### config.mk
export PLATFORM = sky130hd
export DESIGN_NAME = mem_port_arbiter
export DESIGN_NICKNAME = d
export VERILOG_FILES = /design/src/rtl/mem_port_arbiter_pkg.sv /design/src/rtl/mem_port_arbiter_lane_aligner.sv /design/src/rtl/mem_port_arbiter.sv
export SDC_FILE = /design/constraint.sdc
export NUM_CORES = 1
export LEC_CHECK = 0
export BUFFER_PORTS_ARGS = -buffer_cell sky130_fd_sc_hd__buf_4
export CORE_AREA = 2 2 189 191
export DETAILED_ROUTE_END_ITERATION = 12
export DIE_AREA = 0 0 191 193
export GPL_ROUTABILITY_DRIVEN = 0
export PLACE_DENSITY = 0.63
export SLEW_MARGIN = 20
export SYNTH_ARGS = -nofsm -noshare
export SYNTH_HDL_FRONTEND = slang
export SYNTH_SLANG_ARGS = --single-unit
### constraint.sdc
create_clock -name clk -period 2 [get_ports clk]
set_input_delay 0.2 -clock clk [delete_from_list [all_inputs] [get_ports clk]]
set_output_delay 0.2 -clock clk [all_outputs]
set_load 0.01 [all_outputs]
### src/rtl/mem_port_arbiter_pkg.sv
// Shared definitions for the fetch / load-store memory port arbiter:
// FSM state encoding, memory line geometry and requester identifiers.
package mem_port_arbiter_pkg;

    typedef enum logic [1:0] {
        IDLE  = 2'd0,
        ISSUE = 2'd1,
        WAIT  = 2'd2,
        RESP  = 2'd3
    } state_t;

    localparam int LINE_BYTES = 16;

    localparam logic REQ_IF = 1'b0;
    localparam logic REQ_LS = 1'b1;

endpackage

### src/rtl/mem_port_arbiter_lane_aligner.sv
// Byte-lane aligner between a 32-bit core word and a 128-bit memory line.
// Places store data and the active-low byte mask at the line offset, flags
// accesses whose enabled bytes spill past the end of the line, and extracts
// the 32 bits starting at the offset from a read line.
module mem_port_arbiter_lane_aligner
    import mem_port_arbiter_pkg::*;
(
    input  logic [3:0]              offset,
    input  logic [31:0]             word_in,
    input  logic [3:0]              mask_in,
    input  logic [8*LINE_BYTES-1:0] line_in,
    output logic [8*LINE_BYTES-1:0] line_out,
    output logic [LINE_BYTES-1:0]   mask_out,
    output logic [31:0]             word_out,
    output logic                    cross_err
);

    logic [2*LINE_BYTES-1:0] byte_en;

    // Shift the byte enables over a double-width window so that any enable landing past byte 15 marks a line crossing
    always_comb begin
        byte_en   = {28'd0, ~mask_in} << offset;
        mask_out  = ~byte_en[LINE_BYTES-1:0];
        cross_err = |byte_en[2*LINE_BYTES-1:LINE_BYTES];
        line_out  = {96'd0, word_in} << {offset, 3'b000};
        word_out  = 32'(line_in >> {offset, 3'b000});
    end

endmodule

### src/rtl/mem_port_arbiter.sv
// Arbiter sharing one single-port 128-bit-line memory between the
// instruction fetch unit and the load/store unit. One access is in flight at
// a time: IDLE (arbitrate/grant) -> ISSUE (strobe memory) -> WAIT (fixed read
// latency) -> RESP (one-cycle response pulse).
// Build option: define MEM_ARB_RR_EN for round-robin arbitration on
// conflicting requests; otherwise the load/store unit always wins.
module mem_port_arbiter
    import mem_port_arbiter_pkg::*;
#(
    parameter int MEM_LAT = 2,
    parameter int ADDR_W  = 32
)(
    input  logic              clk,
    input  logic              rst_n,
    input  logic              if_req,
    input  logic [ADDR_W-1:0] if_addr,
    output logic              if_gnt,
    output logic              if_rvalid,
    output logic [31:0]       if_rdata,
    output logic              if_err,
    input  logic              ls_req,
    input  logic              ls_we,
    input  logic [ADDR_W-1:0] ls_addr,
    input  logic [31:0]       ls_wdata,
    input  logic [15:0]       ls_wmask,
    output logic              ls_gnt,
    output logic              ls_rvalid,
    output logic [31:0]       ls_rdata,
    output logic              ls_err,
    output logic              mem_en,
    output logic              mem_we,
    output logic [ADDR_W-5:0] mem_addr,
    output logic [127:0]      mem_wdata,
    output logic [15:0]       mem_wmask,
    input  logic [127:0]      mem_rdata
);

    state_t            state;
    state_t            next_state;
    logic              any_req;
    logic              winner;
    logic              owner;
    logic [ADDR_W-1:0] cap_addr;
    logic [31:0]       cap_wdata;
    logic [3:0]        cap_mask;
    logic              cap_we;
    logic              err_q;
    logic [2:0]        wait_cnt;
    logic [31:0]       if_rdata_q;
    logic [31:0]       ls_rdata_q;
    logic [127:0]      line_data;
    logic [15:0]       line_mask;
    logic [31:0]       read_word;
    logic              cross_err;
    logic              acc_err;
    logic              unused_mask_bits;

    // Only the low four mask bits describe a 32-bit access
    assign unused_mask_bits = ^ls_wmask[15:4];
    assign any_req          = if_req | ls_req;

`ifdef MEM_ARB_RR_EN
    logic rr_ptr;

    // On conflict the pointer picks the winner; a lone requester always wins
    always_comb begin
        if (if_req && ls_req) winner = rr_ptr;
        else                  winner = ls_req ? REQ_LS : REQ_IF;
    end

    // After every grant the pointer moves to the requester that did not win
    always_ff @(posedge clk or negedge rst_n) begin
        if (!rst_n)                      rr_ptr <= REQ_IF;
        else if (state == IDLE && any_req) rr_ptr <= ~winner;
    end
`else
    // Fixed priority: the load/store unit wins every conflict
    always_comb begin
        winner = ls_req ? REQ_LS : REQ_IF;
    end
`endif

    mem_port_arbiter_lane_aligner u_lane_aligner (
        .offset    (cap_addr[3:0]),
        .word_in   (cap_wdata),
        .mask_in   (cap_mask),
        .line_in   (mem_rdata),
        .line_out  (line_data),
        .mask_out  (line_mask),
        .word_out  (read_word),
        .cross_err (cross_err)
    );

    // Fetches must be word aligned; any access spilling past the line is rejected
    assign acc_err  = cross_err | ((owner == REQ_IF) && (cap_addr[1:0] != 2'b00));
    assign mem_addr = cap_addr[ADDR_W-1:4];
    assign if_rdata = if_rdata_q;
    assign ls_rdata = ls_rdata_q;

    // State register; reset abandons any access in flight
    always_ff @(posedge clk or negedge rst_n) begin
        if (!rst_n) state <= IDLE;
        else        state <= next_state;
    end

    // Next-state decode and all strobe outputs; grants are suppressed while reset is held
    always_comb begin
        next_state = state;
        if_gnt     = 1'b0;
        ls_gnt     = 1'b0;
        if_rvalid  = 1'b0;
        ls_rvalid  = 1'b0;
        if_err     = 1'b0;
        ls_err     = 1'b0;
        mem_en     = 1'b0;
        mem_we     = 1'b0;
        mem_wdata  = '0;
        mem_wmask  = '1;
        case (state)
            IDLE: begin
                if (any_req && rst_n) begin
                    next_state = ISSUE;
                    if (winner == REQ_LS) ls_gnt = 1'b1;
                    else                  if_gnt = 1'b1;
                end
            end
            ISSUE: begin
                if (acc_err) begin
                    next_state = RESP;
                end else begin
                    mem_en = 1'b1;
                    if (cap_we) begin
                        mem_we     = 1'b1;
                        mem_wdata  = line_data;
                        mem_wmask  = line_mask;
                        next_state = RESP;
                    end else begin
                        next_state = WAIT;
                    end
                end
            end
            WAIT: begin
                if (wait_cnt == 3'd0) next_state = RESP;
            end
            RESP: begin
                next_state = IDLE;
                if (owner == REQ_LS) begin
                    ls_rvalid = 1'b1;
                    ls_err    = err_q;
                end else begin
                    if_rvalid = 1'b1;
                    if_err    = err_q;
                end
            end
            default: next_state = IDLE;
        endcase
    end

    // Capture the granted request, count the read latency and hold each requester's last read data
    always_ff @(posedge clk or negedge rst_n) begin
        if (!rst_n) begin
            owner      <= REQ_IF;
            cap_addr   <= '0;
            cap_wdata  <= '0;
            cap_mask   <= '1;
            cap_we     <= 1'b0;
            err_q      <= 1'b0;
            wait_cnt   <= '0;
            if_rdata_q <= '0;
            ls_rdata_q <= '0;
        end else begin
            case (state)
                IDLE: begin
                    if (any_req) begin
                        owner <= winner;
                        if (winner == REQ_LS) begin
                            cap_addr  <= ls_addr;
                            cap_wdata <= ls_wdata;
                            cap_mask  <= ls_wmask[3:0];
                            cap_we    <= ls_we;
                        end else begin
                            cap_addr  <= if_addr;
                            cap_wdata <= '0;
                            cap_mask  <= 4'b0000;
                            cap_we    <= 1'b0;
                        end
                    end
                end
                ISSUE: begin
                    err_q    <= acc_err;
                    wait_cnt <= 3'(MEM_LAT - 1);
                    if (acc_err) begin
                        if (owner == REQ_LS) ls_rdata_q <= '0;
                        else                 if_rdata_q <= '0;
                    end
                end
                WAIT: begin
                    if (wait_cnt != 3'd0) begin
                        wait_cnt <= wait_cnt - 3'd1;
                    end else if (owner == REQ_LS) begin
                        ls_rdata_q <= read_word;
                    end else begin
                        if_rdata_q <= read_word;
                    end
                end
                default: ;
            endcase
        end
    end

endmodule

==> reports/qor.csv, run 1 <==
stage,metric,value,unit
detailed_routing,wl,58.8,mm
floorplan,core_area,35000,um2
finish,layout.nets,2219,
critical_path,timing_worst_setup_path_type,register to primary output,
clock_tree,clock_sink_count,140,
floorplan,placementRows,69,
run_status,failed_checks,negative setup slack,
critical_path,crit_path_max_fanout,12,
detailed_routing,drt_first_iter_violations,1298,
synthesis,synth_warnings,0,
finish,final-seq-area,3520,um2
synthesis,synthTopCellsByCount,"sky130_fd_sc_hd__nand2_1 (172), sky130_fd_sc_hd__nor2_1 (165), sky130_fd_sc_hd__mux2i_1 (139)",
synthesis,synth.distinct_cells,68,
grt,overflow_left_after_global_routing,0,
timing,period_minus_slack,2.55,ns
synthesis,postSynth.asyncResetShare,100,%
synthesis,ys_seq_elements,140,
detailed_routing,avgRoutedWirePerCell,24.1,um
clock_tree,clk_latency,0.45,ns
place,dp_hpwl,43.3,mm
grt,grt_first_pass_wirelength,83.0,mm
critical_path,reg_to_reg_start,cap_addr[0],
critical_path,timing.critical_path.from,cap_addr[0],
timing,report.final.slew_viol_count,0,
timing,layout_setup_ws,-0.555,ns
critical_path,timing.critical_path.arrival,2.35,ns
synthesis,number_of_nets_in_the_synthesized_netlist,1598,
pwr,post-layout-total-power,0.0300,W
clock_tree,clk_root_buffer_cell,sky130_fd_sc_hd__clkbuf_16,
finish,multi_input_comb_area,8200,um2
critical_path,critical_path.reg2reg.endpoint,ls_rdata[13],
run_status,result_of_the_run,finished with violations,
detailed_routing,drt_first_pass_iters,5,
timing,final.setup.tns,-71.77,ns
synthesis,synthCells,1347,
pwr,pwr_density_cell,1520,nW/um2
min_path,min_delay_worst_type,input pin to register,
clock_tree,max-clock-path-buffers,2,
finish,postLayoutCoreUtil,56.2,%
synthesis,synth_largest_area_cell,sky130_fd_sc_hd__dfrtp_1,
finish,fillers,3066,
synthesis,ys.flop_type,sky130_fd_sc_hd__dfrtp_1,
synthesis,synth_edf_count,0,
grt,grt_start_max_net_pins,87,
synthesis,synth.yosys.seq_area_share,31.1,%
floorplan,fp.dieW,191,um
place,place_inst,2342,
job,cap_viol_max_count,0,
detailed_routing,antenna_violating_nets_post_route,0,
detailed_routing,via_count,13700,
synthesis,synth.area.top_cells,"sky130_fd_sc_hd__dfrtp_1 (30%), sky130_fd_sc_hd__mux2i_1 (12%), sky130_fd_sc_hd__mux2_2 (8.3%)",
place,preCtsSetupSlack,-0.255,ns
critical_path,timing.critical_path.from_type,register,
timing,fmaxAchievable,0.391,GHz
floorplan,chipHeight,193,um
clock_tree,htree_levels,4,
timing,worst_slew_pin_slew,0.578,ns
floorplan,start_util,32.3,%
grt,grt_antenna_before_repair,1,
floorplan,io_pins,489,
floorplan,die_area,36900,um2
synthesis,synth_area,11300,um2
critical_path,endpoint_kind,primary output,
synthesis,synthMostInstantiatedCell,sky130_fd_sc_hd__nand2_1,
critical_path,reg2reg_setup_slack,-0.24,ns
clock_tree,cts-buffers-inserted,17,
finish,final_layout_size_suffix_gt1_share,54.6,%
clock_tree,clk_transition_reported_paths,0.06,ns
finish,area_growth,74.4,%
critical_path,r2r_cells,10,
clock_tree,cts_tree,done,
timing,setup_viol,211,
pwr,power.ir.vdd_worst,0.901,mV
detailed_routing,drt_drc_violations_left,0,
pwr,leakagePower,8.91,nW
grt,grt_use_total,30.4,%
finish,post_layout_nonfiller_instances,2443,
detailed_routing,avgViaCountPerCell,5.59,
critical_path,crit_required,1.80,ns
place,portBuffers,476,
grt,vias_in_the_first_global_route,13500,
synthesis,average_instance_area_after_synthesis,8.37,um2
timing,finClkSkew,0.0135,ns
timing,slew_headroom,61.3,%
timing,rsz0062_at_grt,true,
timing,period_share,128,%
critical_path,worst_setup_path_endpoint,mem_wdata[86],
synthesis,portion_of_synthesized_cell_area_occupied_by_the_leading_cell_type,30.2,%
timing,final_hold_viols,0,
==> cell usage in the layout (no fill, tap or decap), drive strengths merged, types with 20 or more instances in the layout <==
master / netlist / layout
a211oi: 20 / 20
a21oi: 30 / 30
a22o: 38 / 38
a22oi: 32 / 32
buf: 95 / 710
dfrtp: 136 / 136
dlygate4sd3: 0 / 30
inv: 46 / 46
mux2: 84 / 84
mux2i: 139 / 139
nand2: 172 / 172
nand2b: 24 / 24
nand3: 45 / 45
nor2: 167 / 167
nor3: 21 / 21
o21ai: 76 / 76
o22ai: 33 / 33
==> stage by stage <==
stage | hold slack, ns | instance area (um2)
2_1_floorplan | -0.0956 | 11300
3_3_place_gp | 0.0819 | 16400
3_5_place_dp | 0.0858 | 16400
4_1_cts | 0.00530 | 18700
5_1_grt | 0.0277 | 19700
6_report | 0.0201 | 19700
==> power by group <==
group	internal, W	switching (W)	total (W)
Combinational	0.00979	0.0119	0.0217
Clock	0.00197	0.00135	0.00332
Sequential	0.00391	0.00106	0.00497
Total	0.0157	0.0143	0.0300
==> cell type report <==
type                    count  share of cell area (%)
repair buffers            740                    33.5
clock buffers              19                    2.20
diodes                      1                  0.0127
inverters                  46                   0.916
clock inverters            13                   0.840
multi-input cells        1023                    41.7
flip-flops and latches    140                    17.9
well taps                 461                    2.93
==> state kept, by name, summed over array words and instances, names as in the netlist <==
| signal | cells |
|---|---|
| cap_addr | 32 |
| state | 2 |
| cap_wdata | 32 |
| owner | 1 |
| cap_mask | 4 |
| err_q | 1 |
| if_rdata | 32 |
| wait_cnt | 3 |
| cap_we | 1 |
| ls_rdata | 32 |
==> how the worst min path moves through the flow <==
| stage | startpoint | end | slack [ns] | cells after the start |
|---|---|---|---|---|
| 2_1_floorplan | rst_n | cap_addr[0] | -0.1 | 0 |
| 5_1_grt | ls_wdata[1] | cap_wdata[1] | 0.03 | 3 |
| 3_5_place_dp | rst_n | cap_addr[26] | 0.09 | 1 |
| 6_report | ls_wdata[1] | cap_wdata[1] | 0.02 | 3 |
| 4_1_cts | ls_wdata[15] | cap_wdata[15] | 0.005 | 3 |
| 3_3_place_gp | rst_n | cap_addr[25] | 0.08 | 1 |
==> per-layer routing <==
layer | vias to the layer above | part of all wire, % | track usage (%)
li1 | 6049 | - | -
met1 | 6463 | 37 | 35.6
met2 | 934 | 48 | 51.8
met3 | 212 | 9.2 | 5.85
met4 | 0 | 5.9 | 18.1
met5 | - | 0 | 0
==> worst max-delay path, stage by stage, from the launching register on <==
cell	delay, ns
sky130_fd_sc_hd__dfrtp_4	0.47
sky130_fd_sc_hd__buf_12	0.17
sky130_fd_sc_hd__mux2_2	0.37
sky130_fd_sc_hd__o21ai_1	0.20
sky130_fd_sc_hd__buf_4	0.18
sky130_fd_sc_hd__a2bb2oi_1	0.30
sky130_fd_sc_hd__nor2_4	0.08
sky130_fd_sc_hd__buf_6	0.13
==> timing repair <==
action                     4_1_cts  5_1_grt
buffers inserted                21       19
cloned                           7        0
hold buffers                    30        0
pin swaps                       38       29
gates resized for setup        297      214
setup endpoints to repair      198      212
hold endpoints to repair        57        0
==> cell families (layout without fill, tap and decap cells) <==
logic type                 Yosys count  in the layout  synth area share [%]
and+or+nand+nor                    472            472                  18.1
AOI/OAI and AO/OA                  316            316                  19.7
muxes                              229            229                  21.9
buffers and inverters              184            818                  8.49
DFF                                140            140                  31.1
adders and majority gates            6              6                 0.666
other                                0              1                     0
No activity file was read; power rests on OpenSTA's default activity.
==> run 2: changes to the inputs <==
Settings changed: CORE_AREA 2 2 189 191 to 4 4 186 188, DIE_AREA 0 0 191 193 to 0 0 190 192, PLACE_DENSITY 0.63 to 0.75.
==> run 2 against run 1 <==
Net effect:
- the flow still finishes with violations (negative setup slack)
- combinational power grew 3%
- via count grew 3.3%
- first-iteration DRC count up 17%
- wire length up 3.2%
- fmax is 4.9% lower
- power is 2.5% higher
- die area down 1.0%
- critical path type unchanged
- largest cell class unchanged
==> reports/qor.csv, run 2 (synthesis gave the netlist of run 1 again) <==
stage,metric,value,unit,change
run_status,result_of_the_run,finished with violations,,unchanged
run_status,failed_checks,negative setup slack,,unchanged
clock_tree,max-clock-path-buffers,2,,unchanged
detailed_routing,drt_drc_violations_left,0,,unchanged
min_path,timing.hold.worst.start,ls_wdata[14],,was ls_wdata[1]
finish,area_growth,73.7,%,was 74.4%
finish,final_layout_size_suffix_gt1_share,53.6,%,was 54.6%
grt,grt_antenna_before_repair,7,,was 1
critical_path,reg2reg_setup_slack,-0.31,ns,was -0.24 ns
clock_tree,clk_transition_reported_paths,0.07,ns,was 0.06 ns
critical_path,critPathSlowestCell,sky130_fd_sc_hd__dfrtp_4,,unchanged
critical_path,timing.critical_path.from_type,register,,unchanged
finish,layout.cells.most_common_list,"sky130_fd_sc_hd__buf_4 (626), sky130_fd_sc_hd__nand2_1 (163), sky130_fd_sc_hd__mux2i_1 (132)",,"was sky130_fd_sc_hd__buf_4 (557), sky130_fd_sc_hd__nand2_1 (159), sky130_fd_sc_hd__dfrtp_1 (132)"
min_path,min_path_cells,3,,unchanged
timing,slew_headroom,55.1,%,was 61.3%
timing,layout_setup_ws,-0.687,ns,was -0.555 ns
detailed_routing,drt_first_pass_iters,10,,was 5
clock_tree,htree_levels,4,,unchanged
place,dp_hpwl,43.2,mm,was 43.3 mm
finish,layout.nets,2243,,"was 2,219"
grt,grt_start_max_net_pins,100,,was 87
pwr,leakagePower,9.09,nW,was 8.91 nW
finish,layout.cells.most_common,sky130_fd_sc_hd__buf_4,,unchanged
floorplan,fp.dieW,190,um,was 191 um
timing,period_minus_slack,2.69,ns,was 2.55 ns
timing,rsz0062_at_grt,true,,unchanged
critical_path,crit_path_leading_delay_family,buffers and inverters,,was compound AO/OA/AOI/OAI gates
detailed_routing,via_count,14100,,"was 13,700"
detailed_routing,drt_first_iter_violations,1516,,"was 1,298"
detailed_routing,wl,60.7,mm,was 58.8 mm
timing,worst_slew_pin_slew,0.665,ns,was 0.578 ns
place,preCtsSetupSlack,-0.341,ns,was -0.255 ns
detailed_routing,antenna_violating_nets_post_route,0,,unchanged
floorplan,io_pins,489,,unchanged
timing,finClkSkew,0.0166,ns,was 0.0135 ns
grt,vias_in_the_first_global_route,14300,,"was 13,500"
critical_path,r2r_cells,7,,was 10
detailed_routing,avgViaCountPerCell,5.73,,was 5.59
timing,setup_viol,210,,was 211
critical_path,critical_path.reg2reg.endpoint,if_rdata[20],,was ls_rdata[13]
pwr,power.ir.vdd_worst,0.813,mV,was 0.901 mV
critical_path,timing_worst_setup_path_type,register to primary output,,unchanged
grt,grt_use_total,30.5,%,was 30.4%
clock_tree,cts-buffers-inserted,17,,unchanged
floorplan,start_util,34.1,%,was 32.3%
critical_path,crit_path_max_fanout,6,,was 12
detailed_routing,avgRoutedWirePerCell,24.7,um,was 24.1 um
timing,fin_hold_ws,0.0140,ns,was 0.0201 ns
min_path,min_delay_worst_type,input pin to register,,unchanged
grt,overflow_left_after_global_routing,0,,unchanged
clock_tree,clock_sink_count,140,,unchanged
floorplan,placementRows,67,,was 69
critical_path,critical-path-max-stage-delay,0.54,ns,was 0.47 ns
min_path,worstHoldEndpoint,cap_wdata[14],,was cap_wdata[1]
critical_path,reg_to_reg_start,cap_addr[0],,unchanged
critical_path,timing.critical_path.arrival,2.49,ns,was 2.35 ns
floorplan,chipHeight,192,um,was 193 um
place,portBuffers,476,,unchanged
critical_path,timing.critical_path.buf_inv,4,,was 3
critical_path,worstPathCellList,"buf_12, buf_6, mux2_4, a22oi_2, buf_4, nor2_1, a31oi_1, nor2_1, buf_4",,"was buf_12, mux2_2, o21ai_1, buf_4, a2bb2oi_1, nor2_4, buf_6"
timing,period_share,134,%,was 128%
critical_path,crit_required,1.80,ns,about the same
timing,report.final.slew_viol_count,0,,unchanged
timing,final_hold_viols,0,,unchanged
floorplan,core_area,33100,um2,"was 35,000 um2"
pwr,pwr_density_cell,1570,nW/um2,was 1520 nW/um2
clock_tree,clk_latency,0.43,ns,was 0.45 ns
critical_path,endpoint_kind,primary output,,unchanged
timing,fmaxAchievable,0.372,GHz,was 0.391 GHz
timing,final.setup.tns,-76.17,ns,was -71.77 ns
clock_tree,cts_tree,done,,unchanged
job,cap_viol_max_count,0,,unchanged
clock_tree,clk_root_buffer_cell,sky130_fd_sc_hd__clkbuf_16,,unchanged
grt,grt_first_pass_wirelength,84.9,mm,was 83.0 mm
floorplan,die_area,36500,um2,"was 36,900 um2"
-- run 2: cell types whose count changed in the layout (fill, tap and decap cells not counted), sizes merged --
| cell | previous run | this run |
|---|---|---|
| buf | 710 | 735 |
| clkbuf | 19 | 23 |
| inv | 46 | 47 |
| diode | 1 | 7 |
| clkinv | 7 | 5 |
| dlygate4sd3 | 30 | 26 |
-- run 2: tightest hold or removal path, delay by kind of cell --
kind / cells / cell delay (ns)
buf+inv: 1 / 0.08
simple gates: 2 / 0.13
-- run 2: area by class of cell --
cell class / count / area (um2)
sequential: 140 / 3520
clock inverter: 12 / 160
clock buffer: 20 / 447
multi-input combinational: 1023 / 8030
inverter: 46 / 180
tap: 448 / 561
antenna: 7 / 17.5
timing repair buffer: 764 / 6680
fill: 2724 / 13500
-- run 2: through the flow --
step | instance area [um2] | instances | utilization (%) | total power, W
floorplan | 11300 | 1347 | - | 0.0149
global placement | 16500 | 2339 | 50.0 | 0.0226
detailed placement | 16500 | 2339 | 50.0 | 0.0229
CTS | 18600 | 2436 | 56.3 | 0.0286
global route | 19600 | 2460 | 59.2 | 0.0320
finish | 19600 | 2460 | 59.2 | 0.0307
-- run 2: worst max path at each step --
stage,startpoint,end,slack (ns),cells after the start
after global placement,cap_addr[0],mem_wdata[98],-0.33,8
after floorplan,state[1],mem_wdata[121],0.002,7
final,cap_addr[0],mem_wdata[64],-0.69,9
after CTS,cap_addr[0],mem_wdata[34],-0.59,8
after global routing,cap_addr[0],mem_wdata[64],-0.75,9
after detailed placement,cap_addr[0],mem_wdata[98],-0.34,8
-- run 2: what timing repair did --
item | 4_1_cts | 5_1_grt
buffers inserted | 30 | 17
resized for setup | 185 | 200
endpoints found under the setup margin | 201 | 215
hold buffers | 26 | 0
hold endpoints to repair | 161 | 0
cloned | 9 | 3
pin swaps | 22 | 53
-- run 2: metal layers --
| layer | up-vias | GRT usage, % | part of all wire (%) |
|---|---|---|---|
| li1 | 6109 | - | - |
| met1 | 6640 | 35.0 | 35 |
| met2 | 1098 | 52.7 | 48 |
| met3 | 257 | 7.05 | 11 |
| met4 | 0 | 16.5 | 5.9 |
| met5 | - | 0 | 0 |
-- run 2: where the power goes --
part	leakage (nW)	switching (W)	internal, W
combinational	6.98	0.0119	0.0103
sequential	1.81	0.00111	0.00391
clock	0.295	0.00142	0.00201
total	9.09	0.0145	0.0162
